### config.mk
export PLATFORM = sky130hd
export DESIGN_NAME = vga_fb_arbiter_flat
export DESIGN_NICKNAME = d
export VERILOG_FILES = /design/src/rtl/vga_fb_arbiter_if.sv /design/src/rtl/vga_fb_arbiter.sv /design/src/flat_wrapper.sv
export SDC_FILE = /design/constraint.sdc
export NUM_CORES = 1
export LEC_CHECK = 0
export CORE_MARGIN = 5
export CORE_UTILIZATION = 29
export CTS_CLUSTER_SIZE = 10
export DETAILED_ROUTE_END_ITERATION = 8
export HOLD_SLACK_MARGIN = 0.08
export MAX_ROUTING_LAYER = met4
export PLACE_DENSITY = 0.61
export SYNTH_ARGS = -nofsm -noshare
export SYNTH_HDL_FRONTEND = slang
export SYNTH_SLANG_ARGS = --single-unit
### constraint.sdc
create_clock -name vga_clk -period 9.1 [get_ports vga_clk]
set_input_delay 1.82 -clock vga_clk [delete_from_list [all_inputs] [get_ports vga_clk]]
set_output_delay 1.82 -clock vga_clk [all_outputs]
set_load 0.1 [all_outputs]
### src/rtl/vga_fb_arbiter_if.sv
// Signal bundle between vga_sync / pixel writer / frame-buffer RAM / DAC stage and
// vga_fb_arbiter. The slave modport is the arbiter's view; master is the environment's.
interface vga_fb_arbiter_if #(
    parameter int unsigned HADDRW = 10,
    parameter int unsigned VADDRW = 9,
    parameter int unsigned AW     = 19,
    parameter int unsigned DW     = 8
) ();
    // Display fetch request from the sync generator
    logic              vga_video_on;
    logic [HADDRW-1:0] vga_h_addr;
    logic [VADDRW-1:0] vga_v_addr;

    // Pixel writer handshake
    logic              wr_valid;
    logic              wr_ready;
    logic [AW-1:0]     wr_addr;
    logic [DW-1:0]     wr_data;

    // Frame-buffer RAM port
    logic [AW-1:0]     mem_addr;
    logic              mem_we;
    logic [DW-1:0]     mem_wdata;
    logic [DW-1:0]     mem_rdata;

    // DAC output stage
    logic [DW-1:0]     pix_data;
    logic              pix_valid;

    modport master (
        output vga_video_on, vga_h_addr, vga_v_addr,
        output wr_valid, wr_addr, wr_data,
        output mem_rdata,
        input  wr_ready, mem_addr, mem_we, mem_wdata, pix_data, pix_valid
    );

    modport slave (
        input  vga_video_on, vga_h_addr, vga_v_addr,
        input  wr_valid, wr_addr, wr_data,
        input  mem_rdata,
        output wr_ready, mem_addr, mem_we, mem_wdata, pix_data, pix_valid
    );
endinterface

### src/rtl/vga_fb_arbiter.sv
// Single-port frame-buffer arbiter: display fetch has absolute priority, writer drains through a
// one-entry buffer in non-display cycles. Define VGA_FB_ARB_STAT_EN to add stall/drop counters.
module vga_fb_arbiter #(
    parameter int unsigned HRES   = 640,
    parameter int unsigned VRES   = 480,
    parameter int unsigned HADDRW = 10,
    parameter int unsigned VADDRW = 9,
    parameter int unsigned AW     = 19,
    parameter int unsigned DW     = 8
) (
    input  logic                   vga_clk,
    input  logic                   rst,
`ifdef VGA_FB_ARB_STAT_EN
    input  logic                   stat_clr,
    output logic [15:0]            stat_wr_stall,
    output logic [15:0]            stat_wr_drop,
`endif
    vga_fb_arbiter_if.slave        bus
);

    localparam int unsigned PW   = HADDRW + VADDRW + 1;
    localparam logic [AW:0] NPIX = (AW+1)'(HRES * VRES);

    // One-hot slot owner for the RAM in the next cycle
    typedef enum logic [2:0] {
        StIdle  = 3'b001,
        StDisp  = 3'b010,
        StWrite = 3'b100
    } slot_e;

    slot_e          state_q, state_d;

    logic           buf_valid_q, buf_valid_d;
    logic [AW-1:0]  buf_addr_q, buf_addr_d;
    logic [DW-1:0]  buf_data_q, buf_data_d;

    logic [AW-1:0]  mem_addr_q, mem_addr_d;
    logic           mem_we_q, mem_we_d;
    logic [DW-1:0]  mem_wdata_q, mem_wdata_d;

    logic           disp_tag_q;
    logic [DW-1:0]  pix_data_q, pix_data_d;
    logic           pix_valid_q, pix_valid_d;

    logic [PW-1:0]  disp_lin;
    logic           buf_in_range;
    logic           wr_ready;
    logic           wr_xfer;

    assign disp_lin     = PW'(bus.vga_v_addr) * PW'(HRES) + PW'(bus.vga_h_addr);
    assign buf_in_range = ({1'b0, buf_addr_q} < NPIX);

    // Ready only looks at the buffer and the display request, never at wr_valid
    assign wr_ready = !buf_valid_q || !bus.vga_video_on;
    assign wr_xfer  = bus.wr_valid && wr_ready;

    always_comb begin
        state_d     = StIdle;
        buf_valid_d = buf_valid_q;
        buf_addr_d  = buf_addr_q;
        buf_data_d  = buf_data_q;
        mem_addr_d  = mem_addr_q;
        mem_we_d    = 1'b0;
        mem_wdata_d = mem_wdata_q;

        if (bus.vga_video_on) begin
            state_d = StDisp;
        end else if (buf_valid_q) begin
            state_d = StWrite;
        end

        unique case (state_d)
            StDisp: begin
                mem_addr_d = AW'(disp_lin);
            end
            StWrite: begin
                buf_valid_d = 1'b0;
                // Out-of-range entries are silently discarded; the slot stays a no-op
                if (buf_in_range) begin
                    mem_addr_d  = buf_addr_q;
                    mem_wdata_d = buf_data_q;
                    mem_we_d    = 1'b1;
                end
            end
            default: ;
        endcase

        // A new entry may load in the same cycle the old one drains
        if (wr_xfer) begin
            buf_valid_d = 1'b1;
            buf_addr_d  = bus.wr_addr;
            buf_data_d  = bus.wr_data;
        end

        pix_valid_d = disp_tag_q;
        pix_data_d  = disp_tag_q ? bus.mem_rdata : '0;
    end

    always_ff @(posedge vga_clk) begin
        if (rst) begin
            state_q     <= StIdle;
            buf_valid_q <= 1'b0;
            buf_addr_q  <= '0;
            buf_data_q  <= '0;
            mem_addr_q  <= '0;
            mem_we_q    <= 1'b0;
            mem_wdata_q <= '0;
            disp_tag_q  <= 1'b0;
            pix_data_q  <= '0;
            pix_valid_q <= 1'b0;
        end else begin
            state_q     <= state_d;
            buf_valid_q <= buf_valid_d;
            buf_addr_q  <= buf_addr_d;
            buf_data_q  <= buf_data_d;
            mem_addr_q  <= mem_addr_d;
            mem_we_q    <= mem_we_d;
            mem_wdata_q <= mem_wdata_d;
            // state_q == StDisp marks the cycle mem_addr carries a display read
            disp_tag_q  <= (state_q == StDisp);
            pix_data_q  <= pix_data_d;
            pix_valid_q <= pix_valid_d;
        end
    end

    assign bus.wr_ready  = wr_ready;
    assign bus.mem_addr  = mem_addr_q;
    assign bus.mem_we    = mem_we_q;
    assign bus.mem_wdata = mem_wdata_q;
    assign bus.pix_data  = pix_data_q;
    assign bus.pix_valid = pix_valid_q;

`ifdef VGA_FB_ARB_STAT_EN
    logic [15:0] stall_q, drop_q;
    logic        stall_evt, drop_evt;

    assign stall_evt = bus.wr_valid && !wr_ready;
    assign drop_evt  = (state_d == StWrite) && !buf_in_range;

    always_ff @(posedge vga_clk) begin
        if (rst || stat_clr) begin
            stall_q <= '0;
            drop_q  <= '0;
        end else begin
            if (stall_evt && (stall_q != 16'hffff)) begin
                stall_q <= stall_q + 16'd1;
            end
            if (drop_evt && (drop_q != 16'hffff)) begin
                drop_q <= drop_q + 16'd1;
            end
        end
    end

    assign stat_wr_stall = stall_q;
    assign stat_wr_drop  = drop_q;
`endif

endmodule

### src/flat_wrapper.sv
// flat-port wrapper written by rule: the top's interface ports become plain ports
module vga_fb_arbiter_flat 
#(
    parameter int unsigned HRES   = 640,
    parameter int unsigned VRES   = 480,
    parameter int unsigned HADDRW = 10,
    parameter int unsigned VADDRW = 9,
    parameter int unsigned AW     = 19,
    parameter int unsigned DW     = 8
)
  (vga_clk, rst, bus_vga_video_on, bus_vga_h_addr, bus_vga_v_addr, bus_wr_valid, bus_wr_addr, bus_wr_data, bus_mem_rdata, bus_wr_ready, bus_mem_addr, bus_mem_we, bus_mem_wdata, bus_pix_data, bus_pix_valid);
  vga_fb_arbiter_if #(.HADDRW(HADDRW), .VADDRW(VADDRW), .AW(AW), .DW(DW)) bus_i ();
  input  logic vga_clk;
  input  logic rst;
  input wire logic [$bits(bus_i.vga_video_on)-1:0] bus_vga_video_on;
  input wire logic [$bits(bus_i.vga_h_addr)-1:0] bus_vga_h_addr;
  input wire logic [$bits(bus_i.vga_v_addr)-1:0] bus_vga_v_addr;
  input wire logic [$bits(bus_i.wr_valid)-1:0] bus_wr_valid;
  input wire logic [$bits(bus_i.wr_addr)-1:0] bus_wr_addr;
  input wire logic [$bits(bus_i.wr_data)-1:0] bus_wr_data;
  input wire logic [$bits(bus_i.mem_rdata)-1:0] bus_mem_rdata;
  output wire logic [$bits(bus_i.wr_ready)-1:0] bus_wr_ready;
  output wire logic [$bits(bus_i.mem_addr)-1:0] bus_mem_addr;
  output wire logic [$bits(bus_i.mem_we)-1:0] bus_mem_we;
  output wire logic [$bits(bus_i.mem_wdata)-1:0] bus_mem_wdata;
  output wire logic [$bits(bus_i.pix_data)-1:0] bus_pix_data;
  output wire logic [$bits(bus_i.pix_valid)-1:0] bus_pix_valid;
  assign bus_i.vga_video_on = bus_vga_video_on;
  assign bus_i.vga_h_addr = bus_vga_h_addr;
  assign bus_i.vga_v_addr = bus_vga_v_addr;
  assign bus_i.wr_valid = bus_wr_valid;
  assign bus_i.wr_addr = bus_wr_addr;
  assign bus_i.wr_data = bus_wr_data;
  assign bus_i.mem_rdata = bus_mem_rdata;
  assign bus_wr_ready = bus_i.wr_ready;
  assign bus_mem_addr = bus_i.mem_addr;
  assign bus_mem_we = bus_i.mem_we;
  assign bus_mem_wdata = bus_i.mem_wdata;
  assign bus_pix_data = bus_i.pix_data;
  assign bus_pix_valid = bus_i.pix_valid;
  vga_fb_arbiter #(.HRES(HRES), .VRES(VRES), .HADDRW(HADDRW), .VADDRW(VADDRW), .AW(AW), .DW(DW)) u_core (.vga_clk(vga_clk), .rst(rst), .bus(bus_i));
endmodule
==> metrics.txt, run 1 <==
Tightest Pin Transition 1.07 ns; CP cell instances clkdlybuf4s50_1 > nand2_1 > clkdlybuf4s50_1; # hold bufs at CTS 0; largest family of logic cells by synthesized area simple AND/OR/NAND/NOR gates; Total Power 0.876 mW; die height 115 um; H-tree levels 3; number of I/O port buffers 95; Crit. End Element output port; initial antenna violation count 0; TritonCTS Buffers 9; final wirelength 8660 um; Post-synth EDFFs 0; clock skew 0.00854 ns; CP Max Fanout 8; DP Area 4260 um2; Synth Area in Compound Gates 18.6%; synthesis warning total 0; first-pass GRT wire length 14200 um; CP max stage delay 1.15 ns; Final HPWL DP 6230 um; clock root buffer clkbuf_8; Design Area, Final 4500 um2; final std cells w/o fill 604; Vias/cell 4.83; Reg2Reg Launch Point u_core.buf_valid_q$_SDFFE_PP0P_; worst slew margin relative to its limit 28.8%; final-report setup violation count 0; crit share post-route 60.8%; share of layout cells above drive strength 1 6.47%; total number of vias 2920; post-route setup slack 3.57 ns; Synth cell types 51; mux cell area share after synthesis 2.81%; Routed Antenna Nets 0; gpl congestion 0.778; Fill cells 1117; Ports 96; Initial Util 29.6%; post-CTS setup buffers 0; final hold vios 0; grt ovf 0; Post-synth ARST share 0%; RSZ-0062 raised after global routing no; simple-gate share of the synthesized area 21.4%; critical path class in -> out; Mean Syn Cell Area 8.65 um2; hold_sp u_core.state_q[2]$_SDFF_PP0_; GRT Resource Usage Total 13.7%; Arr. time, crit path 3.71 ns; post-layout util 41.6%; CTS sink cnt 69; Leak 1.80 nW; wire length per cell 14.3 um; Core Region 10800 um2; clock-pin slew on the worst setup and hold paths 0.07 ns; adder-cell share of the synthesized area 7.88%; clk buf depth 2; run status finished clean; TritonRoute pass-1 iters 4; WP buf/inv 2; iteration-0 DRC count of the detailed router 199; die footprint 13300 um2; worst hold path type reg -> reg; crit path launch type input port; Pwr per Cell Area 194 nW/um2; Critical Path Source bus_vga_video_on; row count 38; Die W 115 um; largest net degree at the start of global routing 60; Post-Synthesis Cells 371; vias in the first global route 3000; Max-Cap Viols 0; DRC Markers 0; CP delay by family, top buffers and inverters; TritonCTS clock tree yes; Yosys reg bits 69; Post-Place Cells 589; Post-Syn Nets 448; Post-Synth XOR/XNOR Area 2.69%; most used cell along the critical path clkdlybuf4s50_1; max-slew violations 0; Final #Nets 537; # resized after CTS 0; VDD IR max 0.0000914 V; sequential cell area fraction in the yosys report 43.0%; total negative slack 0 ns; Max Fclk 181 MHz; Area Overhead vs Synth 40.4%; top_reg_cell synth dfxtp_1; Netlist Area Pre-Place 3210 um2; Crit-path slowest cell clkdlybuf4s50_1; worst path required time 7.28 ns; minimum clock period 5.53 ns; pre-CTS setup slack 3.58 ns; ANT cells 0; hold slack 0.391 ns; Worst-Skew Late Latency 0.35 ns
[path summary, 6_finish.rpt]
kind                                          end  slack [ns]  cells after the start
max                                  bus_wr_ready        3.57                      3
min                  u_core.disp_tag_q$_SDFF_PP0_        0.39                      1
max reg2reg  u_core.bus.mem_wdata[7]$_SDFFE_PP0P_        6.78                      4
min reg2reg          u_core.disp_tag_q$_SDFF_PP0_        0.39                      1
[cells in the mapped netlist (2+ instances only)]
library cell	instances	area, um2
a2111oi_2	2	30.0
a211o_1	6	52.6
a211oi_1	6	45.0
a21o_1	3	22.5
a21oi_1	39	195
a311oi_1	10	87.6
and2_1	10	62.6
and3_1	2	12.5
clkbuf_1	16	60.1
dfxtp_1	69	1380
fa_1	2	40.0
ha_1	17	213
inv_1	8	30.0
mux2i_1	9	90.1
nand2_1	83	312
nand3_1	2	10.0
nand4_1	3	18.8
nor2_1	31	116
nor2b_1	3	18.8
nor3_1	3	15.0
o21ai_0	10	50.1
o21ai_1	2	10.0
xnor2_1	2	17.5
xor2_1	6	52.6
[routing by layer]
metal,share of wire (%),vias to the layer above,global-route usage [%]
li1,-,1462,-
met4,0.29,0,2.43
met5,0,-,-
met3,6.8,4,4.42
met2,47,91,22.5
met1,46,1363,16.6
[state kept, by name, indices dropped and copies added (netlist names)]
| name | flops |
|---|---|
| u_core.buf_addr_q | 19 |
| u_core.buf_data_q | 8 |
| u_core.buf_valid_q | 1 |
| u_core.bus.mem_addr | 19 |
| u_core.bus.mem_wdata | 8 |
| u_core.bus.mem_we | 1 |
| u_core.bus.pix_data | 8 |
| u_core.bus.pix_valid | 1 |
| u_core.disp_tag_q | 1 |
| u_core.state_q | 3 |
[logic make-up after synthesis]
group	Yosys count
adder cells (fa/ha/maj)	19
multiplexers	9
buffers and inverters	27
AND/OR/NAND/NOR	151
AO/OA/AOI/OAI	87
flip-flops	69
XOR/XNOR	9
[final cells by class]
cell class	instances	area (um2)	area share, %
inverters	8	30.0	0.667
clock buffers	10	138	3.06
clock inverters	5	108	2.39
repair buffers	97	961	21.3
flip-flops and latches	69	1380	30.7
well taps	140	175	3.89
multi-input cells	275	1710	38.0
[power breakdown]
part	internal (mW)	switching, mW	total [mW]
logic	0.0834	0.155	0.238
registers	0.321	0.0113	0.332
clock network	0.189	0.116	0.305
total	0.594	0.282	0.876
[cells in the final DEF, fill, tap and decap left out, types with 2 or more instances in the layout]
cell	n
dfxtp_1	69
clkbuf_8	10
buf_4	2
inv_1	8
fa_1	2
and2_1	10
a2111oi_2	2
o21ai_1	2
xor2_1	6
a211o_1	6
a211oi_1	6
nand3_1	2
clkdlybuf4s50_1	94
a21o_1	3
nor2b_1	3
nor3_1	3
nand4_1	3
xnor2_1	2
nand2_1	83
o21ai_0	10
mux2i_1	9
a21oi_1	39
ha_1	17
a311oi_1	10
and3_1	2
bufinv_16	3
nor2_1	31
(Power assumes the default switching activity.)
==> run 2, diff against run 1 <==
clock period = 5.18 ns   (was 9.1 ns; I/O delays follow)
==> run 2 against run 1 <==
Against the previous run: die area unchanged; combinational power up 76%; hold slack worse by 0.0020 ns; non-clock buffer count up 1; first-iteration DRC count down 49%; register-to-register slack worse by 3.6 ns; global-route usage about the same; sequential share of layout area up 0.33 points; via count up 0.24%; largest power group unchanged; sequential cell count unchanged; utilization down 0.44 points; setup slack worse by 2.1 ns.
==> metrics.txt, run 2 (same netlist as run 1, synthesis figures left out) <==
clk buf depth 2; die height 115 um; vias in the first global route 2974; initial antenna violation count 0; sequential share of power 40.9%; DRC Markers 0; CP Max Fanout 4; minimum clock period 3.76 ns; commonest cells after routing, fill and taps aside clkdlybuf4s50_1 (93), nand2_1 (83), dfxtp_1 (69); Leak 1.78 nW; H-tree levels 3; GRT Resource Usage Total 13.7%; internal power 0.945 mW; Comb pwr share 29.2%; first-pass GRT wire length 14100 um; Vias/cell 4.83; number of I/O port buffers 95; # hold bufs at CTS 0; Final HPWL DP 6160 um; clock-pin slew on the worst setup and hold paths 0.07 ns; critical path class in -> reg; Psw 0.486 mW; worst hold path type reg -> reg; Tightest Pin Transition 1.05 ns; final-report setup violation count 0; Pwr per Cell Area 321 nW/um2; final hold vios 0; TritonCTS Buffers 9; Core Region 10800 um2; die footprint 13300 um2; GR Util met3 4.58%; # resized after CTS 0; ANT cells 0; Routed Antenna Nets 0; M2 GR Usage 21.0%; Final #Nets 538; TritonRoute pass-1 iters 4; Initial Util 29.6%; most used cell along the critical path ha_1; row count 38; Max-Cap Viols 0; Crit-path slowest cell clkdlybuf4s50_1; Switching Share 34.0%; clock skew 0.00518 ns; Max Fclk 266 MHz; worst path required time 5.42 ns; post-CTS setup buffers 0; wire length per cell 14.1 um; Crit. End Element register; Worst-Skew Late Latency 0.34 ns; final wirelength 8570 um; gpl congestion 0.748; clock root buffer clkbuf_8; grt ovf 0; CP cell instances clkdlybuf4s50_1 > ha_1 > ha_1 > fa_1 > a211o_1 > and3_4 > o311ai_4 > nand4_2 > and3_1 > a2111oi_2; worst slew margin relative to its limit 29.9%; WP buf/inv 1; Ports 96; GR Util met1 16.6%; largest net degree at the start of global routing 60; VDD IR max 0.000172 V; Arr. time, crit path 4.00 ns; RSZ-0062 raised after global routing no; Total Power 1.43 mW; share of layout cells above drive strength 1 6.65%; commonest non-fill, non-tap cell in the layout clkdlybuf4s50_1; max-slew violations 0; post-route setup slack 1.42 ns; total number of vias 2927; run status finished clean; pre-CTS setup slack 1.04 ns; crit path launch type input port; Die W 115 um; Area Overhead vs Synth 38.9%; Top Usage Layer GRT met2; TritonCTS clock tree yes; total negative slack 0 ns; CP delay by family, top adder cells; CTS sink cnt 69; Clk pwr share 29.9%; crit share post-route 72.6%; CP max stage delay 0.46 ns; iteration-0 DRC count of the detailed router 102
-- run 2: worst reg2reg max path: stages, from the launching register on --
cell      delay [ns]
dfxtp_1         0.47
inv_1           0.13
nor2_1          0.82
nand2_1         0.14
a311oi_1        0.31
-- run 2: final timing paths --
check | slack (ns) | to | depth (start not counted) | startpoint
worst max register to register | 3.22 | u_core.bus.mem_addr[1]$_SDFFE_PP0P_ | 4 | u_core.buf_valid_q$_SDFFE_PP0P_
worst max-delay path | 1.42 | u_core.bus.mem_addr[17]$_SDFFE_PP0P_ | 10 | bus_vga_v_addr[1]
worst min-delay path | 0.39 | u_core.disp_tag_q$_SDFF_PP0_ | 1 | u_core.state_q[2]$_SDFF_PP0_
worst min register to register | 0.39 | u_core.disp_tag_q$_SDFF_PP0_ | 1 | u_core.state_q[2]$_SDFF_PP0_
-- run 2: cell type report --
cell class              count  area, um2
fillers                  1126       6380
multi-input cells         275       1710
well taps                 140        175
clock inverters             4       47.5
clock buffers              12        145
repair buffers             98        966
inverters                   8       30.0
flip-flops and latches     69       1380
-- run 2: metrics by stage --
step	utilization (%)	hold WS (ns)	cell area, um2	std cells
after floorplan	-	0.374	3210	371
after global placement	39.3	0.376	4260	590
after detailed placement	39.3	0.385	4260	590
after CTS	41.1	0.390	4460	606
after global routing	41.1	0.390	4460	606
final	41.1	0.389	4460	606
-- run 2: power groups by stage --
stage	Combinational (mW)	Sequential (mW)	Clock, mW
finish	0.418	0.585	0.428
global route	0.452	0.588	0.463
CTS	0.423	0.584	0.447
detailed placement	0.421	0.596	0
global placement	0.417	0.595	0
floorplan	0.164	0.727	0
-- run 2: layer usage --
| metal | up-vias | wire (um) |
|---|---|---|
| met1 | 1353 | 4080 |
| met3 | 21 | 518 |
| met5 | - | 0 |
| met2 | 85 | 3700 |
| li1 | 1468 | - |
| met4 | 0 | 267 |
==> run 3, diff against run 2 <==
PLACE_DENSITY = 0.63   (was 0.61)
clock period = 3.4 ns   (was 5.18 ns; I/O delays follow)
==> run 3 against run 2 <==
Against the previous run: sequential power is 52% higher; routed wire length is 1.2% lower; clock skew is 0.0053 ns higher; largest power group unchanged; first-iteration DRC count is 29% higher; highest routed layer unchanged.
==> metrics.txt, run 3 (same netlist as run 1, synthesis figures left out) <==
DRC Markers 0; number of I/O port buffers 95; worst hold path type reg -> reg; total number of vias 2949; CTS sink cnt 69; final-report setup violation count 0; TritonRoute pass-1 iters 4; Max-Cap Viols 0; final hold vios 0; clock skew 0.0105 ns; Fill cells 1108; H-tree levels 3; Final HPWL DP 6360 um; Tightest Pin Transition 0.984 ns; wire length per cell 13.5 um; first-pass GRT wire length 13900 um; TritonCTS clock tree yes; clock root buffer clkbuf_8; post-route setup slack 0.166 ns; most used cell along the critical path ha_1; GRT Resource Usage Total 13.4%; worst path required time 3.64 ns; commonest cells after routing, fill and taps aside nand2_1 (83), clkdlybuf4s50_1 (80), dfxtp_1 (69); gpl congestion 0.756; run status finished clean; clock-pin slew on the worst setup and hold paths 0.08 ns; Pwr per Cell Area 481 nW/um2; worst slew margin relative to its limit 34.2%; TritonCTS Buffers 9; minimum clock period 3.23 ns; Ports 96; vias in the first global route 2953; Max Fclk 309 MHz; iteration-0 DRC count of the detailed router 132; VDD IR max 0.000226 V; row count 38; CP Max Fanout 4; pre-CTS setup slack -0.213 ns; largest net degree at the start of global routing 34; Leak 1.92 nW; clk buf depth 2; hold slack 0.394 ns; Arr. time, crit path 3.47 ns; crit path launch type input port; final wirelength 8470 um; # hold bufs at CTS 0; total negative slack 0 ns; die height 115 um; Crit. End Element register; CP cell instances clkdlybuf4s50_1 > ha_1 > ha_1 > fa_1 > a211o_1 > and3_4 > o311ai_4 > nand4_2 > and3_1 > a2111oi_2; CP max stage delay 0.43 ns; Initial Util 29.6%; Core Region 10800 um2; max-slew violations 0; initial antenna violation count 0; die footprint 13300 um2; Final #Nets 562; Area Overhead vs Synth 43.6%; Crit-path slowest cell clkdlybuf4s50_1; critical path class in -> reg; Routed Antenna Nets 0; share of layout cells above drive strength 1 14.1%; Vias/cell 4.69; RSZ-0062 raised after global routing yes; grt ovf 0; commonest non-fill, non-tap cell in the layout nand2_1; Die W 115 um; ANT cells 0; Worst-Skew Late Latency 0.34 ns; crit share post-route 95.1%
run 3: power by group:
group | leakage, nW | internal [mW] | total [mW] | switching, mW
registers | 0.567 | 0.859 | 0.889 | 0.0303
clock network | 0.0987 | 0.357 | 0.661 | 0.304
logic | 1.25 | 0.251 | 0.669 | 0.418
run 3: area by class of cell:
type | instances | area (um2) | share of cell area (%)
well taps | 140 | 175 | 3.80
inverters | 8 | 30.0 | 0.651
repair buffers | 122 | 1110 | 24.2
multi-input cells | 275 | 1710 | 37.1
clock inverters | 5 | 60.1 | 1.30
clock buffers | 10 | 138 | 2.99
flip-flops and latches | 69 | 1380 | 30.0
run 3: path summary, 6_finish.rpt:
path	startpoint	end	slack, ns	depth (start not counted)
max reg2reg	u_core.buf_addr_q[13]$_SDFFE_PP0P_	u_core.bus.mem_addr[3]$_SDFFE_PP0P_	1.60	6
max	bus_vga_v_addr[1]	u_core.bus.mem_addr[17]$_SDFFE_PP0P_	0.17	10
min reg2reg	u_core.state_q[2]$_SDFF_PP0_	u_core.disp_tag_q$_SDFF_PP0_	0.39	1
min	u_core.state_q[2]$_SDFF_PP0_	u_core.disp_tag_q$_SDFF_PP0_	0.39	1
run 3: timing repair:
action | 4_1_cts | 5_1_grt
endpoints found under the setup margin | 0 | 1
buffers inserted | 0 | 0
gates resized for setup | 0 | 0
run 3: metal layers:
metal / vias up / wire length, um / global-route usage, %
met2: 77 / 3960 / 20.9
li1: 1513 / - / -
met3: 6 / 529 / 3.89
met4: 0 / 48 / 2.11
met5: - / 0 / -
met1: 1353 / 3930 / 17.5
run 3: metrics by stage:
| step | instances | cell area, um2 | power, mW | utilization, % |
|---|---|---|---|---|
| global placement | 614 | 4410 | 1.57 | 40.7 |
| CTS | 629 | 4610 | 2.25 | 42.5 |
| floorplan | 371 | 3210 | 1.36 | - |
| finish | 629 | 4610 | 2.22 | 42.5 |
| global route | 629 | 4610 | 2.34 | 42.5 |
| detailed placement | 614 | 4410 | 1.58 | 40.7 |
run 3: critical path, delay by kind of cell:
kind / cells / cell delay [ns]
and+or+nand+nor: 3 / 0.53
adders and majority gates: 3 / 0.93
buffers and inverters: 1 / 0.43
AOI/OAI and AO/OA: 3 / 0.92
